$ cat src/rtl/fb_arbiter.sv
// fb_arbiter: single-port framebuffer RAM arbiter. Priority is scanout read, then clear engine, then game-logic write.
// The row base y*200 is built from shifts and adds, so it assumes FB_W = 200.
module fb_arbiter #(
  parameter int FB_W   = 200,
  parameter int FB_H   = 150,
  parameter int ADDR_W = 15
) (
  input  logic              clk,
  input  logic              rst,
  input  logic [10:0]       nextH,
  input  logic [9:0]        nextV,
  input  logic              nextActive,
  output logic [5:0]        pixel,
  input  logic              wr_valid,
  output logic              wr_ready,
  input  logic [7:0]        wr_x,
  input  logic [7:0]        wr_y,
  input  logic [5:0]        wr_data,
  input  logic              clear_start,
  input  logic [5:0]        clear_color,
  output logic              clear_busy,
  output logic              clear_done,
  output logic [ADDR_W-1:0] mem_addr,
  output logic              mem_we,
  output logic [5:0]        mem_wdata,
  input  logic [5:0]        mem_rdata
);

  localparam logic [ADDR_W-1:0] LAST_ADDR = ADDR_W'(FB_W * FB_H - 1);

  typedef enum logic {IDLE, CLEAR} state_t;

  state_t            state, state_next;
  logic              rd_slot, rd_d, wr_fire, wr_in_bounds, clr_write, clear_done_next;
  logic [5:0]        pix_hold, clr_color, clr_color_next;
  logic [ADDR_W-1:0] clr_addr, clr_addr_next, addr_q, rd_addr, wr_addr;
  logic              unused_ok;

  function automatic logic [ADDR_W-1:0] row_base(input logic [7:0] y);
    return (ADDR_W'(y) << 7) + (ADDR_W'(y) << 6) + (ADDR_W'(y) << 3);
  endfunction

  assign unused_ok    = ^nextV[1:0];
  assign rd_slot      = nextActive & (nextH[1:0] == 2'b00);
  assign rd_addr      = row_base(nextV[9:2]) + ADDR_W'(nextH[10:2]);
  assign wr_addr      = row_base(wr_y) + ADDR_W'(wr_x);
  assign wr_in_bounds = (wr_x < 8'(FB_W)) & (wr_y < 8'(FB_H));
  assign wr_ready     = ~rd_slot & (state == IDLE);
  assign wr_fire      = wr_valid & wr_ready;
  assign clr_write    = (state == CLEAR) & ~rd_slot;
  assign clear_busy   = (state == CLEAR);
  assign pixel        = rd_d ? mem_rdata : pix_hold;

  // RAM command mux; with no owner the address parks on its previous value.
  always_comb begin
    mem_addr  = addr_q;
    mem_we    = 1'b0;
    mem_wdata = '0;
    if (rd_slot) begin
      mem_addr = rd_addr;
    end else if (state == CLEAR) begin
      mem_addr  = clr_addr;
      mem_we    = 1'b1;
      mem_wdata = clr_color;
    end else if (wr_fire) begin
      mem_addr  = wr_addr;
      mem_we    = wr_in_bounds;
      mem_wdata = wr_data;
    end
  end

  always_comb begin
    state_next      = state;
    clr_addr_next   = clr_addr;
    clr_color_next  = clr_color;
    clear_done_next = 1'b0;
    case (state)
      IDLE: begin
        if (clear_start) begin
          state_next     = CLEAR;
          clr_addr_next  = '0;
          clr_color_next = clear_color;
        end
      end
      CLEAR: begin
        if (clr_write) begin
          if (clr_addr == LAST_ADDR) begin
            state_next      = IDLE;
            clr_addr_next   = '0;
            clear_done_next = 1'b1;
          end else begin
            clr_addr_next = clr_addr + ADDR_W'(1);
          end
        end
      end
      default: state_next = IDLE;
    endcase
  end

  always_ff @(posedge clk) begin
    if (rst) begin
      state      <= IDLE;
      clr_addr   <= '0;
      clr_color  <= '0;
      clear_done <= 1'b0;
      rd_d       <= 1'b0;
      pix_hold   <= '0;
      addr_q     <= '0;
    end else begin
      state      <= state_next;
      clr_addr   <= clr_addr_next;
      clr_color  <= clr_color_next;
      clear_done <= clear_done_next;
      rd_d       <= rd_slot;
      addr_q     <= mem_addr;
      if (rd_d) pix_hold <= mem_rdata;
    end
  end

endmodule
$ cat config.mk
export PLATFORM = sky130hd
export DESIGN_NAME = fb_arbiter
export DESIGN_NICKNAME = d
export VERILOG_FILES = /design/src/rtl/fb_arbiter.sv
export SDC_FILE = /design/constraint.sdc
export NUM_CORES = 1
export LEC_CHECK = 0
export ABC_AREA = 1
export CAP_MARGIN = 20
export CORE_MARGIN = 3
export CORE_UTILIZATION = 55
export CTS_CLUSTER_DIAMETER = 120
export DETAILED_ROUTE_END_ITERATION = 8
export DONT_BUFFER_PORTS = 1
export GPL_TIMING_DRIVEN = 0
export MAX_ROUTING_LAYER = met4
export PLACE_DENSITY_LB_ADDON = 0.1
export REMOVE_ABC_BUFFERS = 1
export SYNTH_ARGS = -nofsm -noshare
export SYNTH_HDL_FRONTEND = slang
export SYNTH_SLANG_ARGS = --single-unit
export TNS_END_PERCENT = 20
$ cat constraint.sdc
create_clock -name clk -period 6.7 [get_ports clk]
set_clock_uncertainty 0.15 [all_clocks]
set_input_delay 1.005 -clock clk [delete_from_list [all_inputs] [get_ports clk]]
set_output_delay 1.005 -clock clk [all_outputs]
set_load 0.02 [all_outputs]
# Yosys cells after proc, flatten, opt, wreduce, memory -nomap -nowiden
# Cells that the tools add are included.
[word_totals] ff_bits=45 input_bits=60 output_inout_bits=31 elab_cells=50
[op_classes] add_sub_neg=7 n_lt_le_gt_ge=2 n_eq_ne=3 muxes=19 bitwise=8 n_reduce_logical=4
[op_table] operator="$mux 15" count=6
[op_table] operator="$add 15x11->15" count=2
[op_table] operator="$add 15x14->15" count=2
[op_table] operator="$pmux 15 s2" count=1
[op_table] operator="$mux 6" count=4
[op_table] operator="$lt 8x8->1 const B" count=2
[op_table] operator="$add 15x1->15 const B" count=1
[op_table] operator="$add 15x8->15" count=1
[op_table] operator="$add 15x9->15" count=1
[op_table] operator="$eq 15x15->1 const B" count=1
[op_table] operator="$mux 1" count=7
[op_table] operator="$and 1x1->1" count=5
[op_table] operator="$reduce_and 2->1" count=2
[op_table] operator="$not 1->1" count=3
[op_table] operator="$reduce_or 3->1" count=1
[op_table] operator="$logic_not 2->1" count=1
[op_table] operator="$ne 2x1->1 const B" count=1
[op_table] operator="$ne 2x2->1 const B" count=1
[op_table] operator="$pmux 1 s2" count=1

# Longest topological paths before layout
[depth] ltp_word=8 ltp_mapped=17

# Worst setup path after synthesis
# No wires, ideal clock.
[synth_path] kind="input to output" from="input nextH[9]" to="output mem_addr[11]" arrival_ns=3.197 required_ns=5.545 path_slack_ns=2.348 stages=16 n_path_buf=0 cell_sequence="inv_1 -> fa_1 -> inv_1 -> fa_1 -> ha_1 -> nand2_1 -> nand2_1 -> nand2_1 -> nand2_1 -> nand2_1 -> nand2_1 -> nand2_1 -> nand2_1 -> o21ai_0 -> inv_1 -> nand2_1"
[synth_via] elab_chain_len=2
[synth_rtl] item="start, declared" line_no="10" rtl="input logic [10:0] nextH,"
[synth_rtl] item="$add 15x9->15" line_no="45" rtl="assign rd_addr = row_base(nextV[9:2]) + ADDR_W'(nextH[10:2]);"
[synth_rtl] item="$mux 15" line_no="59" rtl="if (rd_slot) begin"
[synth_rtl] item="end, declared" line_no="23" rtl="output logic [ADDR_W-1:0] mem_addr,"
# No other way between the ends.

# Worst setup path in the final report
[layout_path] from="input nextH[9]" to="output mem_addr[10]"
# Same word-level chain as after synthesis.

==> reports/qor.yml <==
run_status:
  status: "complete, no violations"
worst_setup_path:
  reg2regPathDepth: 8
  crit_start: "nextH[9]"
  crit_fanout: 5
  r2r-start: "clear_busy"
  r2r_end: "addr_q[12]"
  crit_chain: "inv_1 > fa_1 > inv_1 > fa_1 > ha_1 > nand2_1 > nand3_1 > a21oi_1 > or2_2 > nand3_1 > nand3_1"
  cp_common_cell: "nand3_1"
  crit_required_ns: 5.54
  worstPathArrival_ns: 3.40
  path_class: "in -> out"
  endpoint: "mem_addr[10]"
  slowest_delay_ns: 0.54
  end_kind: "output port"
  r2r_setup_slack_ns: 4.49
  crit_slowest_cell: "fa_1"
  startpoint_type: "input pin"
timing:
  timing.hold.ws_ns: 0.317
  hold_viol: 0
  slew_headroom_pct: 44.7
  fin_tns_setup_ns: 0
  period_share_pct: 68.1
  tightestPinTransition_ns: 0.829
  rsz0062_at_grt: "no"
  final_max_slew_viol_count: 0
  max_freq_mhz: 219
  layout_min_cycle_time_ns: 4.56
  finalSetupViolations: 0
finish:
  area_growth_pct: 3.64
  nets: 706
  diodes: 0
  post-route-cell-area_sq_mm: 0.00424
  drive_gt1_share_pct: 5.86
routing:
  drc: 0
  vias_per_cell: 5.42
  firstDrtPassIters: 4
  wl_mm: 9.46
  wl_per_cell_um: 14.0
  dr_total_vias: 3665
  first_iter_violations: 143
  postRouteAntennaNets: 0
synth:
  synth_area_sq_mm: 0.00409
  yosysMostFrequentCell: "nand2_1"
  synth_area_leaders: "dfxtp_1 (22%), ha_1 (16%), nand2_1 (14%)"
  ys_seq_area_share_pct: 22.0
  synth_edf_count: 0
  synth.avg_cell_area_sq_um: 6.97
  ys_ff_latch: 45
  synth_top_area_share_pct: 22.0
  synthCells: 586
  yosys.area.top_type: "dfxtp_1"
  ys_dominant_reg_cell: "dfxtp_1"
  synthArstFlopShare_pct: 0
  yosysUniqueCellTypes: 44
  synthTopCellsByCount: "nand2_1 (157), inv_1 (91), ha_1 (52)"
  ys_warn_count: 0
cts:
  ctsResizeCount: 0
  cts_tree: "done"
  cts_made_buffers: 5
  htree_levels: 2
  ctsHoldBuffers: 0
  clock-sinks: 45
  clock_latency_ns: 0.31
  clk_pin_slew_ns: 0.10
  post_cts_buffers: 0
  cts_buffer_depth: 2
  cts_root_buffer: "clkbuf_8"
global_routing:
  grt_pass1_vias: 3365
  grt_max_degree: 27
  antenna_found_initial: 0
  grt-ovfl-total: 0
  track_usage_pct: 23.0
  grt_first_pass_wirelength_mm: 15.5
die:
  dieHeight_um: 92.2
  num_io_pins: 91
  coreArea_sq_mm: 0.00698
  die_w_um: 92.2
  start_util_pct: 58.5
  die_area_sq_mm: 0.00850
  fp-row-count: 30
pwr:
  ir_drop_v: 0.000123
  powerDensity_mw_per_mm2: 199
  total_power_uw: 843
  leakage_nw: 2.17
job:
  max_cap_violations: 0
placement:
  gp_congestion: 0.927
  port_buffers: 0
  place_area_sq_mm: 0.00412
  post-dp-hpwl_mm: 7.58
min_path:
  hp-class: "reg -> reg"
-- logic make-up (layout without fill, tap and decap cells) --
kind of cell             count (synthesis)  count (layout)  synth area share, %
flip-flops                              45              45                 22.0
buffers and inverters                  110             104                 11.0
adder cells (fa/ha/maj)                 67              67                 23.3
XOR/XNOR                                 6               6                 1.29
AO/OA/AOI/OAI                           91              91                 13.3
AND/OR/NAND/NOR                        267             267                 29.1
-- through the flow --
stage,util (%),worst slack [ns],cells
3_5_place_dp,59.0,2.13,668
3_3_place_gp,59.0,2.16,668
2_1_floorplan,-,2.34,572
4_1_cts,60.7,2.14,676
6_report,60.7,2.14,676
5_1_grt,60.7,1.87,676
-- sequential cells by signal, summed over array words and instances, names as in the netlist --
| register | count |
|---|---|
| clr_addr | 15 |
| rd_d | 1 |
| clr_color | 6 |
| clear_busy | 1 |
| clear_done | 1 |
| addr_q | 15 |
| pix_hold | 6 |
-- power by group --
part	switching (mW)	leakage (nW)	internal, mW	total (mW)
clock	0.105	0.0603	0.114	0.220
sequential	0.00766	0.368	0.282	0.290
combinational	0.217	1.74	0.116	0.333
total	0.330	2.17	0.513	0.843
-- worst min-delay path by stage --
stage	startpoint	cells past startpoint	slack [ns]	endpoint
global placement	pix_hold[3]	2	0.30	pix_hold[3]
floorplan	pix_hold[0]	2	0.29	pix_hold[0]
detailed placement	pix_hold[4]	2	0.30	pix_hold[4]
finish	pix_hold[4]	2	0.32	pix_hold[4]
global route	pix_hold[4]	2	0.35	pix_hold[4]
CTS	pix_hold[4]	2	0.32	pix_hold[4]
-- layout by cell type, fill, tap and decap left out, drive strengths merged --
cell type	instances
a211oi	1
a21boi	1
a21o	1
a21oi	36
a22o	6
a31oi	1
and2	1
bufinv	1
clkbuf	5
clkinv	1
dfxtp	45
fa	15
ha	52
inv	97
nand2	160
nand3	43
nand3b	2
nand4	7
nor2	47
nor3	3
nor4	1
o211ai	4
o21a	3
o21ai	31
o21bai	2
o221ai	4
o311ai	1
or2	3
xnor2	2
xor2	4
-- worst max-delay path: cells and delay by family --
family	cells	cell delay [ns]
fa+ha+maj	3	1.35
simple gates	5	0.86
compound gates	1	0.11
buf+inv	2	0.09
-- area by class of cell --
class                      instances  area, sq um
fill                             688         2750
multi-input combinational        431         2740
sequential                        45          901
inverter                          96          360
tap                               96          120
clock buffer                       5         68.8
clock inverter                     3         50.0
-- metal layers --
metal	wire, um	vias to the layer above	share of wire [%]	track usage [%]
met3	579	9	6.1	5.09
li1	-	1871	-	-
met5	0	-	0	-
met4	92	0	0.97	4.58
met2	4640	86	49	38.3
met1	4160	1699	44	28.9
No activity file was read; power rests on OpenSTA's default activity.
